**config.mk**
```make
export PLATFORM = sky130hd
export DESIGN_NAME = program_ctrl
export DESIGN_NICKNAME = d
export VERILOG_FILES = /design/src/rtl/program_ctrl.sv
export SDC_FILE = /design/constraint.sdc
export NUM_CORES = 1
export LEC_CHECK = 0
export CAP_MARGIN = 15
export CORE_MARGIN = 2
export CORE_UTILIZATION = 50
export DETAILED_ROUTE_END_ITERATION = 8
export PLACE_DENSITY = 0.68
export SLEW_MARGIN = 20
export SYNTH_ARGS = -nofsm -noshare
export SYNTH_HDL_FRONTEND = slang
export SYNTH_SLANG_ARGS = --single-unit
```
**constraint.sdc**
```tcl
create_clock -name clk -period 2.87 [get_ports clk]
set_clock_uncertainty 0.15 [all_clocks]
set_input_delay 0.861 -clock clk [delete_from_list [all_inputs] [get_ports clk]]
set_output_delay 0.861 -clock clk [all_outputs]
set_load 0.05 [all_outputs]
```
**src/rtl/program_ctrl.sv**
```systemverilog
// Front-panel run controller: synchronises and debounces start/stop buttons and
// sequences a timed program (IDLE/RUN/PAUSE/DONE) that gates the blinker enable.
module program_ctrl #(
  parameter int unsigned DEBOUNCE_CYCLES  = 500_000,
  parameter int unsigned RUN_CYCLES       = 250_000_000,
  parameter int unsigned DONE_HOLD_CYCLES = 50_000_000
) (
  input  logic       clk,
  input  logic       rst_n,
  input  logic       btn_start,
  input  logic       btn_stop,
  output logic       main_program,
  output logic [1:0] state,
  output logic       done
);

  localparam int unsigned CNT_W     = 32;
  localparam int unsigned NUM_BTN   = 2;
  localparam int unsigned BTN_START = 0;
  localparam int unsigned BTN_STOP  = 1;

  typedef enum logic [1:0] {
    ST_IDLE  = 2'd0,
    ST_RUN   = 2'd1,
    ST_PAUSE = 2'd2,
    ST_DONE  = 2'd3
  } state_t;

  logic [NUM_BTN-1:0]            btn_raw;
  logic [NUM_BTN-1:0]            s1;
  logic [NUM_BTN-1:0]            s2;
  logic [NUM_BTN-1:0]            deb;
  logic [NUM_BTN-1:0]            deb_d;
  logic [NUM_BTN-1:0][CNT_W-1:0] cnt;
  logic [NUM_BTN-1:0]            press_c;
  logic                          start_evt_c;
  logic                          stop_evt_c;

  state_t           state_q;
  state_t           state_d;
  logic [CNT_W-1:0] run_cnt;
  logic [CNT_W-1:0] run_cnt_d;
  logic [CNT_W-1:0] hold_cnt;
  logic [CNT_W-1:0] hold_cnt_d;

  assign btn_raw = {btn_stop, btn_start};

  // Per-button 2-flop synchroniser and stable-level debouncer
  always_ff @(posedge clk or negedge rst_n) begin
    if (!rst_n) begin
      s1    <= '0;
      s2    <= '0;
      deb   <= '0;
      deb_d <= '0;
      cnt   <= '0;
    end else begin
      s1    <= btn_raw;
      s2    <= s1;
      deb_d <= deb;
      for (int unsigned i = 0; i < NUM_BTN; i++) begin
        if (s2[i] == deb[i]) begin
          cnt[i] <= '0;
        end else if (cnt[i] == CNT_W'(DEBOUNCE_CYCLES - 1)) begin
          deb[i] <= s2[i];
          cnt[i] <= '0;
        end else begin
          cnt[i] <= cnt[i] + CNT_W'(1);
        end
      end
    end
  end

  // Rising-level press pulses; stop overrides a coincident start
  assign press_c     = deb & ~deb_d;
  assign stop_evt_c  = press_c[BTN_STOP];
  assign start_evt_c = press_c[BTN_START] & ~press_c[BTN_STOP];

  // run_cnt counts RUN cycles consumed, so the pausing RUN cycle is counted too
  always_comb begin
    state_d    = state_q;
    run_cnt_d  = run_cnt;
    hold_cnt_d = hold_cnt;
    case (state_q)
      ST_IDLE: begin
        if (start_evt_c) begin
          state_d   = ST_RUN;
          run_cnt_d = '0;
        end
      end
      ST_RUN: begin
        if (stop_evt_c) begin
          state_d   = ST_PAUSE;
          run_cnt_d = run_cnt + CNT_W'(1);
        end else if (run_cnt == CNT_W'(RUN_CYCLES - 1)) begin
          state_d    = ST_DONE;
          hold_cnt_d = '0;
        end else begin
          run_cnt_d = run_cnt + CNT_W'(1);
        end
      end
      ST_PAUSE: begin
        if (stop_evt_c) begin
          state_d   = ST_IDLE;
          run_cnt_d = '0;
        end else if (start_evt_c) begin
          // A pause on the very last RUN cycle leaves no budget to resume with
          state_d    = (run_cnt == CNT_W'(RUN_CYCLES)) ? ST_DONE : ST_RUN;
          hold_cnt_d = '0;
        end
      end
      ST_DONE: begin
        if (hold_cnt == CNT_W'(DONE_HOLD_CYCLES - 1)) begin
          state_d    = ST_IDLE;
          hold_cnt_d = '0;
        end else begin
          hold_cnt_d = hold_cnt + CNT_W'(1);
        end
      end
      default: state_d = ST_IDLE;
    endcase
  end

  always_ff @(posedge clk or negedge rst_n) begin
    if (!rst_n) begin
      state_q      <= ST_IDLE;
      run_cnt      <= '0;
      hold_cnt     <= '0;
      main_program <= 1'b0;
      done         <= 1'b0;
    end else begin
      state_q      <= state_d;
      run_cnt      <= run_cnt_d;
      hold_cnt     <= hold_cnt_d;
      main_program <= (state_d == ST_RUN);
      done         <= (state_d == ST_DONE) && (state_q != ST_DONE);
    end
  end

  assign state = state_q;

endmodule
```
==> results.md <==
- Prior to clock tree synthesis, the placed netlist has a worst setup slack of -63.5 ps.
- The insertion delay to the later sink of the worst-skew pair is 420 ps.
- The worst hold path belongs to the class reg -> reg.
- For this run, asynchronously set or reset flops after synthesis account for 100%.
- The worst register-to-register path ends at hold_cnt[30].
- Buffers inserted to repair hold after CTS numbered 0.
- The run finished with clean final reports.
- VDD sags by at most 0.422 mV.
- The post-DP HPWL is 10600 µm.
- The area of the core is 0.0140 mm².
- The final-report max-slew violation count is 0.
- The maximum buffer depth of the clock tree is 2.
- Synthesis inferred 140 register bits.
- The port buffer count is 7.
- For this run, the top clock speed supported by timing is 349 MHz.
- At the end of the flow, the number of nets in the layout was 833.
- In the final layout, the multi-input gates occupy 0.00352 mm².
- The startpoint of the most critical setup path is run_cnt[28].
- The worst-case headroom to the max-slew limit is 46.0%.
- The area of the mapped netlist is 0.00719 mm².
- The clock period could shrink to 2860 ps.
- Cells with a size suffix above 1 make up 9.93% of the layout.
- Measured along the y axis, the die boundary spans 124 µm.
- The final global-route overflow total is 0.
- A synthesized cell averages 9.09 µm².
- The overall routing resource usage is 22.7%.
- The predominant post-synthesis flop cell is sky130_fd_sc_hd__dfrtp_1.
- The number of global-route vias before repair is 5968.
- The number of DRC markers in iteration 0 is 431.
- The startpoint kind of the worst setup timing path is a flip-flop.
- The final-layout fill cell count is 1185.
- The maximum number of pins on one net before global-route repair is 57.
- For this design the ratio of total power to cell area is 515 mW/mm².
- The arrival time of data at the critical path endpoint is 3020 ps.
- 8 I/O pins were placed.
- The netlist uses 49 different library cells.
- Once layout is complete, the utilization of the core stands at 59.5%.
- Clock-pin slew was measured on the worst setup and hold paths at 60 ps.
- The worst setup path is of the reg -> reg kind.
- sky130_fd_sc_hd__dfrtp_1 is the most common cell in the netlist.
- The worst hold path was traced through 0 stages.
- The post-synthesis sequential area ratio is 48.7%.
- Across all layers, the routed design uses 5905 vias.
- The number of antenna-violating nets in the routed design is 0.
- The initial antenna violation count is 0.
- STA classifies the critical path endpoint as a flip-flop.
- The count of placed standard cells including taps is 984.
- The share of the synthesized area in the top cell type is 48.7%.
- The number of vias per cell is 5.81.
- For this run, the detailed router's first-pass iteration total came to 5.
- The Yosys step of the flow raised 0 warnings.
- The number of hold violations in the final report is 0.
- The final clock period utilization by the worst path is 99.8%.
- The clock tree root driver cell is sky130_fd_sc_hd__clkbuf_16.
- Yosys attributes the largest share of cell area to sky130_fd_sc_hd__dfrtp_1, sky130_fd_sc_hd__nor2_1, sky130_fd_sc_hd__xnor2_1.
- Setup violations remaining at the end of the flow were counted as 0.
- By count the netlist is led by sky130_fd_sc_hd__dfrtp_1, sky130_fd_sc_hd__nor2_1, sky130_fd_sc_hd__nand3_1, sky130_fd_sc_hd__nand2_1, sky130_fd_sc_hd__o21ai_0.
- The wire length of the first global-routing pass is 27500 µm.
- Synthesis produced a netlist with a net count of 800.
- The reported leakage power is 3.48 nW.
- The summed negative setup slack over all endpoints is 0 ps.
- The critical path required time is 3020 ps.
- The die covers 0.0154 mm².
- The length in cells of the worst reg-to-reg path is 7.
- The per-cell routed wire length is 15.6 µm.
- In the final layout, flip-flops and latches occupy 0.00350 mm².
- The transition time at the pin with the least slew margin is 803 ps.
- The post-route worst setup slack is 6.62 ps.
- The number of H-tree branching levels is 4.
- The initial utilization of the core area, before any placement, comes to 51.4%.
- In this run the register-to-register setup slack is 7 ps.
- Relative to the synthesized area, the layout overhead comes to 15.8%.
- The post-layout instance count excluding filler cells is 1016.
- The synthesized design contains 0 enable-type register cells.
- The floorplan die width is 124 µm.
- The largest fanout on the critical path is 13.
- The TritonCTS clock tree is yes.
- The tool flagged a number of max-cap violations equal to 0.
- The number of diodes added for antenna fixing is 0.
- The number of core rows is 43.
- The number of cells produced by synthesis is 791.
- Counting the buffers created by CTS gives 17.
- After detailed routing, the number of remaining DRC violations is 0.
- The final weighted congestion of routability-driven global placement is 0.840.
- The last element of the critical path is hold_cnt[30].
- The clock drives 140 sinks.
- The worst register-to-register path begins at run_cnt[28].
- sky130_fd_sc_hd__dfrtp_1 takes more of the synthesized area than any other cell.
- Setup repair after global routing could not meet its margin everywhere.
- The post-detailed-routing wire length is 15800 µm.
## timing repair
item,CTS,global route
endpoints found under the hold margin,0,0
setup buffers,0,1
pin swaps,1,1
setup endpoints to repair,21,28
gates resized for setup,6,18
## logic make-up after synthesis
family                     Yosys count  share of synthesized area (%)
adders and majority gates            5                          0.870
and+or+nand+nor                    399                           28.6
xor gates and xnor gates            74                           9.02
buffers and inverters               54                           2.94
DFF                                140                           48.7
AOI/OAI and AO/OA                  114                           9.07
muxes                                5                          0.748
## critical path, stage by stage, from the launching register on
cell and delay, ps:
sky130_fd_sc_hd__dfrtp_1 380, sky130_fd_sc_hd__or4bb_1 510, sky130_fd_sc_hd__or4_4 560, sky130_fd_sc_hd__or4_4 440, sky130_fd_sc_hd__o21a_4 240, sky130_fd_sc_hd__buf_12 140, sky130_fd_sc_hd__a21o_1 160, sky130_fd_sc_hd__a21o_1 180
## cell usage in the layout, fill, tap and decap left out, types with 6 or more instances in the layout
cell type,instances
sky130_fd_sc_hd__or3_1,24
sky130_fd_sc_hd__o21ai_0,41
sky130_fd_sc_hd__a21oi_1,31
sky130_fd_sc_hd__nand2_1,54
sky130_fd_sc_hd__inv_1,26
sky130_fd_sc_hd__o31ai_1,7
sky130_fd_sc_hd__nor3_1,33
sky130_fd_sc_hd__xnor2_1,38
sky130_fd_sc_hd__xor2_1,36
sky130_fd_sc_hd__dfrtp_1,140
sky130_fd_sc_hd__and2_1,6
sky130_fd_sc_hd__and4_1,8
sky130_fd_sc_hd__clkbuf_16,17
sky130_fd_sc_hd__nor2_1,104
sky130_fd_sc_hd__nand3_1,59
sky130_fd_sc_hd__buf_4,29
sky130_fd_sc_hd__and3_1,25
sky130_fd_sc_hd__nor4_1,19
sky130_fd_sc_hd__o21ai_1,10
sky130_fd_sc_hd__nand4_1,30
## layer usage
layer  global-route usage (%)  share of wire, %  wire (µm)
met1                     28.8                46       7270
met2                     38.0                49       7720
met3                     5.49               3.6        571
met4                     8.08               1.6        259
met5                        0                 0          0
## report_power, final
group          internal [mW]  leakage [nW]  switching [mW]
clock network           1.43         0.290           0.794
registers               1.98          1.94         0.00843
logic                 0.0176          1.25          0.0593
## final cells by class
| type | instances | share of cell area (%) |
|---|---|---|
| Clock buffer | 24 | 5.79 |
| Tap cell | 180 | 2.71 |
| Inverter | 26 | 1.17 |
| Multi-Input combinational cell | 597 | 42.3 |
| Sequential cell | 140 | 42.1 |
| Timing Repair Buffer | 42 | 4.63 |
| Clock inverter | 7 | 1.35 |
## worst min-delay path by stage
| stage | endpoint | from |
|---|---|---|
| after global placement | s2[1] | s1[1] |
| after floorplan | s2[0] | s1[0] |
| after CTS | s2[0] | s1[0] |
| after global routing | s2[0] | s1[0] |
| final | s2[0] | s1[0] |
| after detailed placement | s2[0] | s1[0] |
## sequential cells by signal (all words and copies together) (netlist names)
signal,cells
s1,2
hold_cnt,32
deb,2
cnt,64
run_cnt,32
deb_d,2
state,2
main_program,1
s2,2
done,1
## through the flow
step                      hold WS, ps  power (mW)  area [µm²]
after global placement            184        2.11        7670
after detailed placement          185        2.11        7670
after CTS                         197        4.33        8290
after floorplan                   181        2.05        7190
after global routing              217        4.43        8320
final                             196        4.29        8320
(Power assumes the default switching activity.)
